[src/rtl/decode_prefix_fsm.sv]
// decode_prefix_fsm: byte-serial instruction front end.
// Strips legacy prefixes (recorded as flags) and the first 0x0F escape.
// Packs the remaining body bytes into a 72-bit window. The finished
// instruction is held under a valid/ready handshake.
// Ports:
//   clk, rst                 clock, asynchronous active-high reset
//   in_valid/in_ready        byte input handshake; in_byte, in_last
//   out_valid/out_ready      result handshake
//   unescaped_instr          body bytes, byte k at [8k+7:8k]
//   escaped, prefix_*        escape/prefix flags; prefix_seg 7 = none
//   body_len, instr_len, err lengths and error code
// Optional feature: define DECODE_PREFIX_REP_EN to treat 0xF2/0xF3 as prefixes.
module decode_prefix_fsm (
  input  logic        clk,
  input  logic        rst,
  input  logic        in_valid,
  output logic        in_ready,
  input  logic [7:0]  in_byte,
  input  logic        in_last,
  output logic        out_valid,
  input  logic        out_ready,
  output logic [71:0] unescaped_instr,
  output logic        escaped,
  output logic        prefix_operand_16bit,
  output logic        prefix_address_16bit,
  output logic        prefix_lock,
  output logic [2:0]  prefix_seg,
  output logic        prefix_rep,
  output logic        prefix_repne,
  output logic [3:0]  body_len,
  output logic [3:0]  instr_len,
  output logic [1:0]  err
);

  localparam int unsigned WIN_BYTES  = 9;
  localparam int unsigned WIN_W      = 8 * WIN_BYTES;
  localparam int unsigned MAX_PREFIX = 4;

  localparam logic [1:0] ERR_NONE   = 2'd0;
  localparam logic [1:0] ERR_PREFIX = 2'd1;
  localparam logic [1:0] ERR_BODY   = 2'd2;
  localparam logic [1:0] ERR_NO_OPC = 2'd3;
  localparam logic [2:0] SEG_NONE   = 3'd7;

  typedef enum logic [1:0] {S_PREFIX, S_BODY, S_DRAIN, S_OUT} state_e;

  state_e             state_q, state_d;
  logic               in_ready_q, in_ready_d;
  logic               out_valid_q, out_valid_d;
  logic [WIN_W-1:0]   win_q, win_d;
  logic               esc_q, esc_d;
  logic               op16_q, op16_d;
  logic               ad16_q, ad16_d;
  logic               lock_q, lock_d;
  logic [2:0]         seg_q, seg_d;
  logic               rep_q, rep_d;
  logic               repne_q, repne_d;
  logic [3:0]         body_len_q, body_len_d;
  logic [3:0]         instr_len_q, instr_len_d;
  logic [1:0]         err_q, err_d;
  logic [2:0]         pfx_cnt_q, pfx_cnt_d;

  logic               accept;
  logic               pfx_hit;
  logic [2:0]         seg_code;

  assign accept = in_valid & in_ready_q;

  // Classify the incoming byte as a legacy prefix (and which segment, if any).
  always_comb begin
    pfx_hit  = 1'b0;
    seg_code = SEG_NONE;
    case (in_byte)
      8'h26: begin pfx_hit = 1'b1; seg_code = 3'd0; end
      8'h2E: begin pfx_hit = 1'b1; seg_code = 3'd1; end
      8'h36: begin pfx_hit = 1'b1; seg_code = 3'd2; end
      8'h3E: begin pfx_hit = 1'b1; seg_code = 3'd3; end
      8'h64: begin pfx_hit = 1'b1; seg_code = 3'd4; end
      8'h65: begin pfx_hit = 1'b1; seg_code = 3'd5; end
      8'h66, 8'h67, 8'hF0: pfx_hit = 1'b1;
`ifdef DECODE_PREFIX_REP_EN
      8'hF2, 8'hF3: pfx_hit = 1'b1;
`endif
      default: ;
    endcase
  end

  // Next-state and next-output computation.
  always_comb begin
    state_d     = state_q;
    win_d       = win_q;
    esc_d       = esc_q;
    op16_d      = op16_q;
    ad16_d      = ad16_q;
    lock_d      = lock_q;
    seg_d       = seg_q;
    rep_d       = rep_q;
    repne_d     = repne_q;
    body_len_d  = body_len_q;
    instr_len_d = instr_len_q;
    err_d       = err_q;
    pfx_cnt_d   = pfx_cnt_q;

    if (accept && instr_len_q != 4'd15) instr_len_d = instr_len_q + 4'd1;

    case (state_q)
      S_PREFIX: begin
        if (accept) begin
          if (pfx_hit) begin
            if (in_byte == 8'h66) op16_d = 1'b1;
            if (in_byte == 8'h67) ad16_d = 1'b1;
            if (in_byte == 8'hF0) lock_d = 1'b1;
            if (in_byte == 8'hF3) rep_d = 1'b1;
            if (in_byte == 8'hF2) repne_d = 1'b1;
            if (seg_code != SEG_NONE) seg_d = seg_code;
            pfx_cnt_d = pfx_cnt_q + 3'd1;
            // Prefix-overflow outranks "no opcode" when both occur on one byte.
            if (pfx_cnt_q == 3'(MAX_PREFIX)) begin
              err_d   = ERR_PREFIX;
              state_d = in_last ? S_OUT : S_DRAIN;
            end else if (in_last) begin
              err_d   = ERR_NO_OPC;
              state_d = S_OUT;
            end
          end else if (in_byte == 8'h0F) begin
            esc_d = 1'b1;
            if (in_last) begin
              err_d   = ERR_NO_OPC;
              state_d = S_OUT;
            end else begin
              state_d = S_BODY;
            end
          end else begin
            win_d[7:0] = in_byte;
            body_len_d = 4'd1;
            state_d    = in_last ? S_OUT : S_BODY;
          end
        end
      end
      S_BODY: begin
        if (accept) begin
          if (body_len_q == 4'(WIN_BYTES)) begin
            // Overflow: window and body length read as zero on error.
            err_d      = ERR_BODY;
            win_d      = '0;
            body_len_d = 4'd0;
            state_d    = in_last ? S_OUT : S_DRAIN;
          end else begin
            for (int k = 0; k < WIN_BYTES; k++) begin
              if (body_len_q == 4'(k)) win_d[8*k +: 8] = in_byte;
            end
            body_len_d = body_len_q + 4'd1;
            if (in_last) state_d = S_OUT;
          end
        end
      end
      S_DRAIN: begin
        if (accept && in_last) state_d = S_OUT;
      end
      S_OUT: begin
        if (out_ready) begin
          state_d     = S_PREFIX;
          win_d       = '0;
          esc_d       = 1'b0;
          op16_d      = 1'b0;
          ad16_d      = 1'b0;
          lock_d      = 1'b0;
          seg_d       = SEG_NONE;
          rep_d       = 1'b0;
          repne_d     = 1'b0;
          body_len_d  = 4'd0;
          instr_len_d = 4'd0;
          err_d       = ERR_NONE;
          pfx_cnt_d   = 3'd0;
        end
      end
      default: state_d = S_PREFIX;
    endcase

    in_ready_d  = (state_d != S_OUT);
    out_valid_d = (state_d == S_OUT);
  end

  // State and output registers.
  always_ff @(posedge clk or posedge rst) begin
    if (rst) begin
      state_q     <= S_PREFIX;
      in_ready_q  <= 1'b1;
      out_valid_q <= 1'b0;
      win_q       <= '0;
      esc_q       <= 1'b0;
      op16_q      <= 1'b0;
      ad16_q      <= 1'b0;
      lock_q      <= 1'b0;
      seg_q       <= SEG_NONE;
      rep_q       <= 1'b0;
      repne_q     <= 1'b0;
      body_len_q  <= 4'd0;
      instr_len_q <= 4'd0;
      err_q       <= ERR_NONE;
      pfx_cnt_q   <= 3'd0;
    end else begin
      state_q     <= state_d;
      in_ready_q  <= in_ready_d;
      out_valid_q <= out_valid_d;
      win_q       <= win_d;
      esc_q       <= esc_d;
      op16_q      <= op16_d;
      ad16_q      <= ad16_d;
      lock_q      <= lock_d;
      seg_q       <= seg_d;
      rep_q       <= rep_d;
      repne_q     <= repne_d;
      body_len_q  <= body_len_d;
      instr_len_q <= instr_len_d;
      err_q       <= err_d;
      pfx_cnt_q   <= pfx_cnt_d;
    end
  end

  assign in_ready             = in_ready_q;
  assign out_valid            = out_valid_q;
  assign unescaped_instr      = win_q;
  assign escaped              = esc_q;
  assign prefix_operand_16bit = op16_q;
  assign prefix_address_16bit = ad16_q;
  assign prefix_lock          = lock_q;
  assign prefix_seg           = seg_q;
  assign body_len             = body_len_q;
  assign instr_len            = instr_len_q;
  assign err                  = err_q;
`ifdef DECODE_PREFIX_REP_EN
  assign prefix_rep           = rep_q;
  assign prefix_repne         = repne_q;
`else
  // Without the rep feature no F2/F3 prefix is ever decoded, so these stay 0.
  assign prefix_rep           = 1'b0;
  assign prefix_repne         = 1'b0;
`endif

endmodule
[config.mk]
export PLATFORM = sky130hd
export DESIGN_NAME = decode_prefix_fsm
export DESIGN_NICKNAME = d
export VERILOG_FILES = /design/src/rtl/decode_prefix_fsm.sv
export SDC_FILE = /design/constraint.sdc
export NUM_CORES = 1
export LEC_CHECK = 0
export CAP_MARGIN = 40
export CELL_PAD_IN_SITES_DETAIL_PLACEMENT = 0
export CELL_PAD_IN_SITES_GLOBAL_PLACEMENT = 1
export CORE_ASPECT_RATIO = 0.75
export CORE_MARGIN = 10
export CORE_UTILIZATION = 42
export CTS_CLUSTER_SIZE = 10
export DETAILED_ROUTE_END_ITERATION = 8
export PLACE_DENSITY_LB_ADDON = 0.25
export SYNTH_ARGS = -nofsm -noshare
export SYNTH_HDL_FRONTEND = slang
export SYNTH_SLANG_ARGS = --single-unit
export TNS_END_PERCENT = 5
[constraint.sdc]
create_clock -name clk -period 7.3 [get_ports clk]
set_clock_uncertainty 0.1 [all_clocks]
set_input_delay 1.095 -clock clk [delete_from_list [all_inputs] [get_ports clk]]
set_output_delay 1.095 -clock clk [all_outputs]
set_load 0.05 [all_outputs]
==> impl_metrics.env <==
export IMPL_first_pass_iters=5
export IMPL_worstMarginPinSlew_ns=0.7581
export IMPL_area_delta_synth_final_pct=33.23
export IMPL_fin_crit_sh=0.4188
export IMPL_cp_arrival_ns=1.86
export IMPL_yosys_area_top_type="dfrtp_1"
export IMPL_core_um2=10250
export IMPL_worst_slack_ns=4.243
export IMPL_wl_per_cell_um=19.01
export IMPL_rows=32
export IMPL_grt_pass1_wl_um=19230
export IMPL_postCtsHoldBufs=0
export IMPL_cap_violations=0
export IMPL_die_h_um=108.7
export IMPL_drc=0
export IMPL_crit_required_ns=6.11
export IMPL_die_w_um=138.3
export IMPL_ys_flop_type="dfrtp_1"
export IMPL_cts_buffer_depth=2
export IMPL_globalplace_congestion=0.8363
export IMPL_reg2reg_from="state_q[1]"
export IMPL_cts_sinks=96
export IMPL_h_tree_depth=3
export IMPL_hp_start="unescaped_instr[65]"
export IMPL_drt_total_wl_um=11980
export IMPL_ys_ff_latch=96
export IMPL_grtUsageTotal=0.1603
export IMPL_synth_top_area_frac=0.5226
export IMPL_die_area_um2=15030
export IMPL_synth_edf_count=0
export IMPL_holdPathEnd="unescaped_instr[65]"
export IMPL_cts_inserted_buffers=9
export IMPL_relSlewSlack=0.4940
export IMPL_grt_max_degree=54
export IMPL_ctsResizeCount=0
export IMPL_avgSynthCellArea_um2=11.38
export IMPL_numPortBuffers=103
export IMPL_hold_viol=0
export IMPL_synth_cell_types=63
export IMPL_synth_seq_area_share=0.5464
export IMPL_crit_fanout=13
export IMPL_slowest_delay_ns=0.89
export IMPL_worstSetupPathType="flop to output pin"
export IMPL_rsz0062_at_grt="false"
export IMPL_timing_rr_end="unescaped_instr[55]"
export IMPL_cp_start_kind="flop"
export IMPL_syn_area_um2=4405
export IMPL_whs_path_depth=2
export IMPL_drtAntennaViolNets=0
export IMPL_hp_class="flop to flop"
export IMPL_whs_ns=0.3826
export IMPL_via_per_inst=5.262
export IMPL_drive_gt1_frac=0.1802
export IMPL_synthTopCellsByArea="dfrtp_1, mux2_2, nand2_1, o21ai_0, mux2i_1"
export IMPL_post_route_util=0.5726
export IMPL_fmaxAchievable_mhz=327.1
export IMPL_crit_family="buffers and inverters"
export IMPL_routed_via_count=3315
export IMPL_critPathSlowestCell="clkdlybuf4s50_1"
export IMPL_outcome="completed"
export IMPL_r2r_cells=4
export IMPL_async_flop_share=1.000
export IMPL_clkTransAtPathRegs_ns=0.07
export IMPL_pre_cts_ws_ns=3.972
export IMPL_grt_overflow_total=0
export IMPL_finalSetupViolCount=0
export IMPL_io_pins=106
export IMPL_start_util=0.4298
export IMPL_antenna_found_initial=0
export IMPL_syn_instance_count=387
export IMPL_final_period_minus_worst_setup_slack_ns=3.057
export IMPL_grt_pass1_vias=3365
export IMPL_slew_violations=0
export IMPL_clock_latency_ns=0.34
export IMPL_diodes=0
export IMPL_endpoint_kind="output pin"
export IMPL_cts_tree="done"
export IMPL_place_hpwl_um=8667
export IMPL_fin_setup_tns_ns=0
export IMPL_final_nets=506
export IMPL_crit_buf_inv=1
export IMPL_cp_cell_sequence="clkdlybuf4s50_1"
export IMPL_cts_root_buffer="clkbuf_16"
export IMPL_postCtsSetupRepairBufs=0
export IMPL_synth_warnings=0
export IMPL_rrSetupSlack_ns=4.84
export IMPL_drt_initial_drc_count=292
[state kept, by name (all words and copies together), names as in the netlist]
signal,count
body_len,4
err,2
escaped,1
in_ready,1
instr_len,4
out_valid,1
pfx_cnt_q,3
prefix_address_16bit,1
prefix_lock,1
prefix_operand_16bit,1
prefix_seg,3
state_q,2
unescaped_instr,72
[synth_stat cells, drive strengths merged (2+ instances only)]
cell type,instances
o21ai,37
a31oi,10
nand3,8
o31ai,2
and3b,2
nand2,54
nand4,2
mux2,40
buf,10
inv,13
nor3,7
or4b,2
and3,2
and4bb,2
a21oi,14
nand2b,3
or2,2
nand3b,2
mux2i,12
and2,10
nor3b,2
clkbuf,5
nor2b,5
nor2,18
dfstp,4
or3,2
xnor2,2
ha,3
o21bai,2
dfrtp,92
o21a,3
[how the worst max path moves through the flow]
| stage | slack [ns] | from | endpoint | cells after the start |
|---|---|---|---|---|
| 2_1_floorplan | 3.61 | rst | body_len[0] | 1 |
| 3_3_place_gp | 3.99 | in_valid | unescaped_instr[45] | 5 |
| 3_5_place_dp | 3.97 | in_valid | unescaped_instr[41] | 5 |
| 4_1_cts | 4.23 | body_len[0] | body_len[0] | 1 |
| 5_1_grt | 4.17 | body_len[0] | body_len[0] | 1 |
| 6_report | 4.24 | body_len[0] | body_len[0] | 1 |
[per-stage QoR]
step                instances  cell area, µm²
detailed placement        615            5552
global placement          613            5537
floorplan                 388            4409
global route              630            5869
finish                    630            5869
CTS                       630            5869
[placed cells by master, fill, tap and decap left out, types with 3 or more instances in the layout]
cell type,instances
a21oi_1,10
a21oi_2,3
a31oi_1,7
and2_1,10
buf_4,3
clkbuf_16,9
clkdlybuf4s50_1,103
dfrtp_1,92
dfstp_2,4
ha_1,3
inv_1,12
mux2_2,40
mux2i_1,12
nand2_1,53
nand3_1,8
nor2_1,17
nor2b_1,5
nor3_1,6
o21ai_0,32
o21ai_1,3
[kinds of logic after synthesis]
group | after synthesis | synth area share
fa+ha+maj | 3 | 0.008521
buf+inv | 28 | 0.02982
flops | 96 | 0.5464
simple gates | 125 | 0.1522
compound gates | 79 | 0.1267
mux | 52 | 0.1295
xor+xnor | 3 | 0.005965
other cells | 1 | 0.0008512
[per-layer routing]
metal / GRT usage / up-vias / part of all wire
li1: - / 1564 / -
met1: 0.2139 / 1639 / 0.46
met2: 0.2381 / 108 / 0.45
met3: 0.07124 / 4 / 0.089
met4: 0.02928 / 0 / 0.0026
met5: 0 / - / 0
[cell type report]
class	instances	area (µm²)
Multi-Input combinational cell	264	1871
Timing Repair Buffer	106	1054
Clock buffer	9	225.2
Inverter	13	50.05
Clock inverter	6	92.59
Sequential cell	96	2407
Fill cell	919	4380
Tap cell	136	170.2
Power is not shown: default switching activity piles up to over one toggle a cycle in this logic, so the estimate is an artifact.
